<file path="config.mk">
export PLATFORM = sky130hd
export DESIGN_NAME = if_fetch_flat
export DESIGN_NICKNAME = d
export VERILOG_FILES = /design/src/rtl/if_fetch_if.sv /design/src/rtl/if_fetch.sv /design/src/flat_wrapper.sv
export SDC_FILE = /design/constraint.sdc
export NUM_CORES = 1
export LEC_CHECK = 0
export ABC_AREA = 0
export CORE_UTILIZATION = 35
export DETAILED_ROUTE_END_ITERATION = 8
export SYNTH_ARGS = -nofsm -noshare
export SYNTH_HDL_FRONTEND = slang
export SYNTH_SLANG_ARGS = --single-unit
</file>
<file path="constraint.sdc">
create_clock -name clk -period 2.1 [get_ports clk]
set_input_delay 0.42 -clock clk [delete_from_list [all_inputs] [get_ports clk]]
set_output_delay 0.42 -clock clk [all_outputs]
set_load 0.01 [all_outputs]
</file>
<file path="src/rtl/if_fetch_if.sv">
// Fetch-stage handshake bundle: instruction-memory request/response plus decode-side hand-off.
// Pure wiring, no latency of its own.
// Backpressure: imem_req_ready stalls requests, id_ready stalls the decode queue.
interface if_fetch_if #(
  parameter int CPU_WIDTH = 32
);
  logic                 imem_req_valid;
  logic [CPU_WIDTH-1:0] imem_req_addr;
  logic                 imem_req_ready;
  logic                 imem_rsp_valid;
  logic [CPU_WIDTH-1:0] imem_rsp_data;
  logic                 id_valid;
  logic                 id_ready;
  logic [CPU_WIDTH-1:0] id_pc;
  logic [CPU_WIDTH-1:0] id_instr;

  // Fetch stage side: issues requests, takes responses, presents entries to decode.
  modport master (
    output imem_req_valid,
    output imem_req_addr,
    input  imem_req_ready,
    input  imem_rsp_valid,
    input  imem_rsp_data,
    output id_valid,
    input  id_ready,
    output id_pc,
    output id_instr
  );

  // Environment side: instruction memory plus decode.
  modport slave (
    input  imem_req_valid,
    input  imem_req_addr,
    output imem_req_ready,
    output imem_rsp_valid,
    output imem_rsp_data,
    input  id_valid,
    output id_ready,
    input  id_pc,
    input  id_instr
  );
endinterface

</file>
<file path="src/rtl/if_fetch.sv">
// Instruction fetch: in-order imem requests from curr_pc, {pc,instr} buffered for decode.
// Latency: request accept to id_valid is memory latency + 1 cycle (no response bypass).
// Backpressure: credit (outstanding + buffered < DEPTH) gates requests; flush drops all.
// Optional misaligned-PC check enabled by defining IF_MISALIGN_CHK_EN.
module if_fetch #(
  parameter int CPU_WIDTH = 32,
  parameter int DEPTH     = 2
) (
  input  logic                 clk,
  input  logic                 rst_n,
  input  logic                 ena,
  input  logic [CPU_WIDTH-1:0] curr_pc,
  input  logic                 flush,
  output logic                 pc_advance,
  output logic                 misalign_err,
  if_fetch_if.master           bus
);
  localparam int AW = $clog2(DEPTH);
  localparam int CW = AW + 1;

  // Request/response bookkeeping
  logic [CW-1:0]        out_cnt_q, out_cnt_d;
  logic [CW-1:0]        drop_q, drop_d;
  logic [CW-1:0]        fifo_cnt_q, fifo_cnt_d;
  logic [CW:0]          used;
  logic                 credit;
  logic                 req_vld;
  logic                 accept;
  logic                 rsp_keep;
  logic                 push;
  logic                 pop;

  // PCs of live (non-dropped) requests, oldest first
  logic [CPU_WIDTH-1:0] pend_pc_q [DEPTH];
  logic [AW-1:0]        pend_wr_q;
  logic [AW-1:0]        pend_rd_q;

  // Decode-side FIFO storage
  logic [CPU_WIDTH-1:0] fifo_pc_q    [DEPTH];
  logic [CPU_WIDTH-1:0] fifo_instr_q [DEPTH];
  logic [AW-1:0]        fifo_wr_q;
  logic [AW-1:0]        fifo_rd_q;

  // Buffered entries plus in-flight requests may never exceed the FIFO depth, so
  // every returning response is guaranteed a free slot.
  assign used   = {1'b0, out_cnt_q} + {1'b0, fifo_cnt_q};
  assign credit = used < (CW+1)'(DEPTH);

`ifdef IF_MISALIGN_CHK_EN
  logic misalign;
  logic err_q;

  assign misalign           = curr_pc[1:0] != 2'b00;
  assign req_vld            = ena & credit & ~flush & ~misalign;
  assign bus.imem_req_addr  = curr_pc;
  assign misalign_err       = err_q;

  // Sticky misalign flag; only a redirect (or reset) clears it.
  always_ff @(posedge clk or negedge rst_n) begin
    if (!rst_n) begin
      err_q <= 1'b0;
    end else if (flush) begin
      err_q <= 1'b0;
    end else if (ena && misalign) begin
      err_q <= 1'b1;
    end
  end
`else
  assign req_vld            = ena & credit & ~flush;
  // Low PC bits are ignored: fetch is always word aligned.
  assign bus.imem_req_addr  = curr_pc & ~CPU_WIDTH'(3);
  assign misalign_err       = 1'b0;
`endif

  assign bus.imem_req_valid = req_vld;
  assign accept             = req_vld & bus.imem_req_ready;
  assign pc_advance         = accept;

  // A response is kept only when no drop debt is pending and no redirect is in progress.
  assign rsp_keep = bus.imem_rsp_valid & ~flush & (drop_q == '0);
  assign push     = rsp_keep;
  assign pop      = (fifo_cnt_q != '0) & bus.id_ready & ~flush;

  assign bus.id_valid = fifo_cnt_q != '0;
  assign bus.id_pc    = fifo_pc_q[fifo_rd_q];
  assign bus.id_instr = fifo_instr_q[fifo_rd_q];

  // Next-state for counters; a redirect turns every still-outstanding request into drop debt.
  always_comb begin
    out_cnt_d  = out_cnt_q + CW'(accept) - CW'(bus.imem_rsp_valid);
    drop_d     = drop_q;
    fifo_cnt_d = fifo_cnt_q;
    if (flush) begin
      // The response arriving in the flush cycle is discarded and retires its own slot.
      drop_d     = out_cnt_q - CW'(bus.imem_rsp_valid);
      fifo_cnt_d = '0;
    end else begin
      if (bus.imem_rsp_valid && (drop_q != '0)) begin
        drop_d = drop_q - CW'(1);
      end
      fifo_cnt_d = fifo_cnt_q + CW'(push) - CW'(pop);
    end
  end

  // Counter registers
  always_ff @(posedge clk or negedge rst_n) begin
    if (!rst_n) begin
      out_cnt_q  <= '0;
      drop_q     <= '0;
      fifo_cnt_q <= '0;
    end else begin
      out_cnt_q  <= out_cnt_d;
      drop_q     <= drop_d;
      fifo_cnt_q <= fifo_cnt_d;
    end
  end

  // Pending-PC queue: push on accept, pop when a kept response consumes its PC.
  always_ff @(posedge clk or negedge rst_n) begin
    if (!rst_n) begin
      pend_wr_q <= '0;
      pend_rd_q <= '0;
      for (int i = 0; i < DEPTH; i++) begin
        pend_pc_q[i] <= '0;
      end
    end else if (flush) begin
      pend_wr_q <= '0;
      pend_rd_q <= '0;
    end else begin
      if (accept) begin
        pend_pc_q[pend_wr_q] <= curr_pc;
        pend_wr_q            <= pend_wr_q + AW'(1);
      end
      if (rsp_keep) begin
        pend_rd_q <= pend_rd_q + AW'(1);
      end
    end
  end

  // Decode FIFO: write {pc, instr} on kept response, advance head on decode pop.
  always_ff @(posedge clk or negedge rst_n) begin
    if (!rst_n) begin
      fifo_wr_q <= '0;
      fifo_rd_q <= '0;
      for (int i = 0; i < DEPTH; i++) begin
        fifo_pc_q[i]    <= '0;
        fifo_instr_q[i] <= '0;
      end
    end else if (flush) begin
      fifo_wr_q <= '0;
      fifo_rd_q <= '0;
    end else begin
      if (push) begin
        fifo_pc_q[fifo_wr_q]    <= pend_pc_q[pend_rd_q];
        fifo_instr_q[fifo_wr_q] <= bus.imem_rsp_data;
        fifo_wr_q               <= fifo_wr_q + AW'(1);
      end
      if (pop) begin
        fifo_rd_q <= fifo_rd_q + AW'(1);
      end
    end
  end

  // Memory must never answer a request that was not issued.
  a_rsp_has_outstanding: assert property (
    @(posedge clk) disable iff (!rst_n) bus.imem_rsp_valid |-> (out_cnt_q != '0)
  );

endmodule

</file>
<file path="src/flat_wrapper.sv">
// flat-port wrapper written by rule: the top's interface ports become plain ports
module if_fetch_flat 
#(
  parameter int CPU_WIDTH = 32,
  parameter int DEPTH     = 2
)
  (clk, rst_n, ena, curr_pc, flush, pc_advance, misalign_err, bus_imem_req_valid, bus_imem_req_addr, bus_imem_req_ready, bus_imem_rsp_valid, bus_imem_rsp_data, bus_id_valid, bus_id_ready, bus_id_pc, bus_id_instr);
  if_fetch_if #(.CPU_WIDTH(CPU_WIDTH)) bus_i ();
  input  logic clk;
  input  logic rst_n;
  input  logic ena;
  input  logic [CPU_WIDTH-1:0] curr_pc;
  input  logic flush;
  output logic pc_advance;
  output logic misalign_err;
  output wire logic [$bits(bus_i.imem_req_valid)-1:0] bus_imem_req_valid;
  output wire logic [$bits(bus_i.imem_req_addr)-1:0] bus_imem_req_addr;
  input wire logic [$bits(bus_i.imem_req_ready)-1:0] bus_imem_req_ready;
  input wire logic [$bits(bus_i.imem_rsp_valid)-1:0] bus_imem_rsp_valid;
  input wire logic [$bits(bus_i.imem_rsp_data)-1:0] bus_imem_rsp_data;
  output wire logic [$bits(bus_i.id_valid)-1:0] bus_id_valid;
  input wire logic [$bits(bus_i.id_ready)-1:0] bus_id_ready;
  output wire logic [$bits(bus_i.id_pc)-1:0] bus_id_pc;
  output wire logic [$bits(bus_i.id_instr)-1:0] bus_id_instr;
  assign bus_imem_req_valid = bus_i.imem_req_valid;
  assign bus_imem_req_addr = bus_i.imem_req_addr;
  assign bus_i.imem_req_ready = bus_imem_req_ready;
  assign bus_i.imem_rsp_valid = bus_imem_rsp_valid;
  assign bus_i.imem_rsp_data = bus_imem_rsp_data;
  assign bus_id_valid = bus_i.id_valid;
  assign bus_i.id_ready = bus_id_ready;
  assign bus_id_pc = bus_i.id_pc;
  assign bus_id_instr = bus_i.id_instr;
  if_fetch #(.CPU_WIDTH(CPU_WIDTH), .DEPTH(DEPTH)) u_core (.clk(clk), .rst_n(rst_n), .ena(ena), .curr_pc(curr_pc), .flush(flush), .pc_advance(pc_advance), .misalign_err(misalign_err), .bus(bus_i));
endmodule
</file>
==> flow_summary.yaml, run 1 <==
timing:
  setup_slack_ns: -0.3733
  finalSetupViolations: 133
  max_freq_mhz: 404.3
  fin_worst_skew_ns: 0.01219
  worstMarginPinSlew_ns: 0.5260
  relSlewSlack_pct: 64.93
  rsz0062_at_grt: "true"
  final_max_slew_viol_count: 0
  min_period_ns: 2.473
  period_share_pct: 117.8
  finalHoldViolCount: 0
routing:
  wire_per_inst_um: 17.08
  ant_nets: 0
  drt-vias-per-instance: 4.640
  drc: 0
  dr.first_iter.drc_count: 266
  firstDrtPassIters: 4
  num_vias: 5615
  wl_um: 20670
critical_path:
  cpMaxStageDelayCell: "fa_2"
  r2r_cells: 10
  timing.critical_path.fanout_max: 2
  start_kind: "register"
  end_kind: "output port"
  worstPathArrival_ns: 2.05
  crit_chain: "inv_2 > nor2_4 > fa_2 > nor4b_4 > nand2_1 > inv_1 > buf_2"
  cp.required_ns: 1.68
  crit_type: "register to output port"
  slowest_delay_ns: 0.46
final_layout:
  final_cell_area_um2: 12670
  drive_above_1_share_pct: 43.23
  fillCellCount: 2196
  nets: 942
  area_growth_pct: 39.46
  final_core_util_pct: 50.02
floorplan:
  rows: 58
  start_util_pct: 35.87
  ioPinCount: 171
  die_y_um: 163.1
  fp.coreArea_um2: 25330
  die-area_um2: 26600
  fp.dieW_um: 163.1
yosys:
  ys_warn_count: 0
  syn_inst: 674
  async_reset_ff_share_pct: 100.0
  synth_edf_count: 0
  ys.flop_type: "dfrtp_1"
  synth.ff_latch_count: 202
  synth_area_per_cell_um2: 13.48
  yosys.cell_types.count: 29
  synth.cell_area_um2: 9085
  ys_seq_area_share_pct: 55.64
power:
  powerDensity_nw_per_um2: 1335
  leakage_nw: 5.676
  ir_drop_mv: 0.7324
place:
  postPlaceCellArea_um2: 11260
  port-buffer-count: 167
  post-dp-hpwl_um: 12840
  routabilityCongestion: 0.7377
clocking:
  h-tree-depth: 1
  clockRootBuffer: "clkbuf_16"
  clockBufferDepth: 3
  cts-buffers-inserted: 24
  cts.sinks: 202
  cts_tree: "built"
  clkLatencyLatePin_ns: 0.51
  clk_pin_slew_ns: 0.06
outcome:
  violations: "setup timing"
  status: "complete, but fails checks"
grt:
  globalRouteOverflowTotal: 0
  grt_pass1_vias: 5993
  antenna_found_initial: 1
  grt_max_degree: 59
  grt_first_pass_wirelength_um: 32860
  grt.total_usage_pct: 15.84
run:
  drv_cap: 0
min_path:
  hold_class: "primary input to asynchronous set/reset pin"
==> path summary, 6_finish.rpt <==
check	from	slack, ns	endpoint
setup / recovery	u_core.fifo_cnt_q[0]	-0.37	pc_advance
hold / removal	rst_n	0.47	u_core.fifo_instr_q[22]
setup reg to reg	u_core.fifo_cnt_q[0]	-0.33	u_core.pend_pc_q[25]
hold reg to reg	u_core.fifo_pc_q[21]	0.48	u_core.fifo_pc_q[21]
max in group asynchronous	rst_n	0.94	u_core.pend_pc_q[47]
min in group clk	u_core.fifo_pc_q[21]	0.48	u_core.fifo_pc_q[21]
==> routing by layer <==
layer	track usage [%]	up-vias	part of all wire (%)
met1	21.25	2758	46
met2	25.80	144	46
met3	3.657	30	5.5
li1	-	2683	-
met4	3.823	0	2.0
met5	0	-	0
==> metrics by stage <==
step                std cells  setup TNS [ns]  hold WS (ns)  setup WS (ns)  power [mW]
CTS                      1209          -25.05        0.4759        -0.3580       17.13
global placement         1143          -20.67        0.4503        -0.2832       12.07
finish                   1210          -21.13        0.4672        -0.3733       16.91
floorplan                 676          -7.900        0.1244        -0.2864       9.476
global route             1209          -30.12        0.4844        -0.4535       17.98
detailed placement       1143          -25.01        0.4471        -0.3075       12.19
==> area by class of cell <==
type	instances	area (µm²)	area share, %
Clock inverter	8	90.09	0.7110
Tap cell	330	412.9	3.259
Timing Repair Buffer	235	2754	21.74
Antenna cell	1	2.502	0.01975
Multi-Input combinational cell	394	3618	28.56
Clock buffer	33	705.7	5.570
Inverter	7	26.28	0.2074
Sequential cell	202	5060	39.94
==> what timing repair did <==
item / in CTS / in global routing
endpoints found under the setup margin: 133 / 132
cloned: 9 / 1
resized for setup: 378 / 22
hold buffers: 1 / 0
pin swaps: 7 / 0
setup buffers: 16 / 9
hold endpoints to repair: 53 / 0
==> Yosys cell counts, types with 2 or more instances <==
library cell	count	area share, %
a21oi_1	32	1.8
buf_12	3	0.66
buf_2	20	1.1
buf_4	33	2.7
buf_6	4	0.50
clkbuf_1	12	0.50
dfrtp_1	202	56
ha_1	6	0.83
inv_1	7	0.29
mux2_1	2	0.25
mux2_2	161	20
mux2_4	30	5.0
mux2i_1	34	3.7
nand2_1	34	1.4
nor2_1	39	1.6
nor2b_1	2	0.14
o21ai_0	34	1.9
xnor2_1	4	0.39
xor2_1	5	0.48
==> kinds of logic (layout without fill, tap and decap cells) <==
kind of cell | Yosys count | after routing | synth area share (%)
xor gates and xnor gates | 9 | 9 | 0.8676
other | 1 | 4 | 0.04128
buffers and inverters | 80 | 283 | 5.812
DFF | 202 | 202 | 55.64
muxes | 227 | 227 | 28.91
and+or+nand+nor | 82 | 82 | 4.049
AOI/OAI and AO/OA | 66 | 66 | 3.636
adders and majority gates | 7 | 7 | 1.047
==> registers in the layout (all words and copies together) (netlist names) <==
name and cells:
u_core.pend_pc_q 64, u_core.fifo_cnt_q 2, u_core.fifo_instr_q 64, u_core.fifo_rd_q 1, u_core.fifo_wr_q 1, u_core.fifo_pc_q 64, u_core.pend_wr_q 1, u_core.out_cnt_q 2
u_core.pend_rd_q 1, u_core.drop_q 2
==> critical path: cells and delay by family (launching register included) <==
kind	cells	cell delay, ns
adder cells (fa/ha/maj)	1	0.46
AND/OR/NAND/NOR	3	0.45
flip-flops	1	0.35
buffers and inverters	3	0.27
==> placed cells by master (no fill, tap or decap), types with 26 or more instances in the layout <==
master / n
clkdlybuf4s50_1: 99
buf_4: 27
clkbuf_16: 26
dfrtp_1: 200
mux2i_1: 34
buf_12: 28
nand2_1: 34
a21oi_1: 32
mux2_2: 148
mux2_4: 45
o21ai_0: 34
buf_6: 70
nor2_1: 38
==> power by group <==
group / total, mW / internal [mW] / switching (mW)
Combinational: 6.68 / 4.12 / 2.57
Sequential: 6.09 / 5.38 / 0.710
Clock: 4.14 / 2.57 / 1.57
Total: 16.9 / 12.1 / 4.84
Power figures use the tool's default switching activity.
==> inputs of run 2 (changes only) <==
--- a/config.mk
+++ b/config.mk
@@ -6,8 +6,11 @@
 export NUM_CORES = 1
 export LEC_CHECK = 0
 export ABC_AREA = 0
-export CORE_UTILIZATION = 35
+export CORE_UTILIZATION = 49
+export CTS_BUF_LIST = sky130_fd_sc_hd__clkbuf_4
+export CTS_CLUSTER_SIZE = 14
 export DETAILED_ROUTE_END_ITERATION = 8
+export PLACE_DENSITY = 0.79
 export SYNTH_ARGS = -nofsm -noshare
 export SYNTH_HDL_FRONTEND = slang
 export SYNTH_SLANG_ARGS = --single-unit
==> run 2 against run 1 <==
  * Critical path depth decreased by 1
  * Utilization rose by 21 points
  * Clock power decreased by 21%
  * Non-clock buffer count increased by 33
  * Via count up 11%
  * Highest routed layer unchanged
  * Critical path type unchanged
  * Largest power group unchanged
  * Routed wire length is 11% higher
  * The flow finishes with violations (DRC, setup timing)
  * Count of clock-buffer cells in the layout grew 47
  * First-iteration DRC count grew 1.5%
  * Cell count decreased by 1.8%
  * Fmax down 7.7%
  * Register-to-register slack worse by 0.23 ns
==> flow_summary.yaml, run 2 (synthesis results as in run 1) <==
final_layout:
  final_cell_area_um2: 12890
  area_growth_pct: 41.84
  layout_commonest_cell: "dfrtp_1"
  largestRegisters: "u_core.fifo_instr_q x64, u_core.fifo_pc_q x64, u_core.pend_pc_q x64"
  final_cell_mix: "dfrtp_1, buf_6, mux2_2"
  num_antenna_cells: 0
  drive_above_1_share_pct: 48.38
  nets: 1004
  fillCellCount: 1146
floorplan:
  ioPinCount: 171
  rows: 49
  fp.coreArea_um2: 18090
  die_y_um: 138.2
  start_util_pct: 50.23
  die-area_um2: 19090
  fp.dieW_um: 138.2
power:
  ir_drop_mv: 0.8172
  powerDensity_nw_per_um2: 1318
  leakage_nw: 6.002
  power_mw: 16.98
place:
  postPlaceCellArea_um2: 10990
  port-buffer-count: 167
  routabilityCongestion: 0.7937
  post-dp-hpwl_um: 13010
routing:
  wire_per_inst_um: 19.38
  num_vias: 6218
  dr.first_iter.drc_count: 270
  drt-vias-per-instance: 5.234
  drc: 30
  ant_nets: 0
  firstDrtPassIters: 6
  wl_um: 23030
timing:
  relSlewSlack_pct: 61.23
  worstMarginPinSlew_ns: 0.5816
  min_period_ns: 2.680
  finalHoldViolCount: 0
  setup_slack_ns: -0.5803
  rsz0062_at_grt: "true"
  max_freq_mhz: 373.1
  fin_worst_skew_ns: 0.03519
  finalSetupViolations: 135
  final_max_slew_viol_count: 0
  period_share_pct: 127.6
  setup_tns_ns: -46.53
clocking:
  clkLatencyLatePin_ns: 0.67
  cts_tree: "built"
  clockRootBuffer: "clkbuf_4"
  cts-buffers-inserted: 53
  cts.sinks: 202
  h-tree-depth: 2
  clockBufferDepth: 3
  clk_pin_slew_ns: 0.07
critical_path:
  slowest_delay_ns: 0.46
  end_kind: "output port"
  cp.required_ns: 1.68
  crit_type: "register to output port"
  cpMaxStageDelayCell: "fa_2"
  timing.critical_path.fanout_max: 2
  worstPathArrival_ns: 2.26
  path_buf_inv: 3
  cp_top_family: "adder cells"
  start_kind: "register"
  crit_chain: "inv_1 > nor2_4 > fa_2 > nor4b_4 > buf_4 > buf_6"
grt:
  grt_max_degree: 67
  antenna_found_initial: 0
  globalRouteOverflowTotal: 0
  grt.total_usage_pct: 24.95
  grt_pass1_vias: 7134
  grt_first_pass_wirelength_um: 37400
min_path:
  hold_class: "primary input to asynchronous set/reset pin"
run:
  drv_cap: 0
outcome:
  status: "complete, but fails checks"
  violations: "DRC, setup timing"
==> run 2: final cells by class <==
class | count | area [µm²] | area share [%]
Sequential cell | 202 | 5057 | 39.25
Multi-Input combinational cell | 394 | 3851 | 29.89
Timing Repair Buffer | 268 | 3033 | 23.54
Clock buffer | 80 | 600.6 | 4.661
Tap cell | 229 | 286.5 | 2.224
Clock inverter | 8 | 31.28 | 0.2427
Inverter | 7 | 26.28 | 0.2039
==> run 2: timing repair <==
item	in CTS	in global routing
hold buffers	1	0
endpoints found under the setup margin	132	136
buffers inserted	55	22
endpoints found under the hold margin	61	0
gates cloned	11	1
gates resized for setup	369	134
pin swaps	9	3
==> run 2: final timing paths <==
check	end	startpoint	depth (start not counted)	slack, ns
worst max-delay path	bus_imem_req_valid	u_core.out_cnt_q[0]	6	-0.58
worst min-delay path	u_core.pend_pc_q[60]	rst_n	2	0.37
worst max register to register	u_core.fifo_cnt_q[1]	u_core.fifo_cnt_q[0]	18	-0.56
worst min register to register	u_core.fifo_pc_q[28]	u_core.fifo_pc_q[28]	2	0.48
max in group asynchronous	u_core.pend_pc_q[14]	rst_n	3	1.04
min in group clk	u_core.pend_pc_q[1]	curr_pc[1]	2	0.41
==> run 2: worst reg2reg max path, cell delays in order, from the launching register on <==
cell and delay [ns]:
dfrtp_1 0.38, inv_2 0.07, buf_4 0.13, buf_4 0.12
buf_4 0.12, buf_4 0.12, buf_4 0.13, buf_4 0.12
buf_4 0.12, buf_4 0.12, buf_4 0.12, buf_4 0.12
buf_4 0.13, buf_6 0.11, ha_4 0.25, inv_2 0.04
ha_4 0.15, xnor2_2 0.12, nor2_1 0.06
==> run 2: metal layers <==
metal	vias up	track usage [%]	wire length [µm]
met5	-	0	0
met4	0	12.12	697
met3	52	5.923	1402
met2	226	42.27	11370
met1	3101	30.10	9558
li1	2839	-	-
==> run 2: power breakdown <==
| part | internal (mW) | leakage, nW | switching (mW) |
|---|---|---|---|
| combinational | 4.64 | 3.06 | 2.83 |
| clock | 1.71 | 0.386 | 1.54 |
| sequential | 5.38 | 2.56 | 0.878 |
| total | 11.7 | 6.00 | 5.25 |
==> run 2: stage by stage <==
| step | setup slack (ns) | hold WS [ns] | instances | util, % |
|---|---|---|---|---|
| finish | -0.5803 | 0.3684 | 1188 | 71.25 |
| global route | -0.6714 | 0.3587 | 1188 | 71.25 |
| CTS | -0.5903 | 0.3146 | 1187 | 69.57 |
| detailed placement | -0.3816 | 0.4646 | 1033 | 60.77 |
| global placement | -0.3037 | 0.4392 | 1033 | 60.77 |
| floorplan | -0.2864 | 0.1244 | 676 | - |
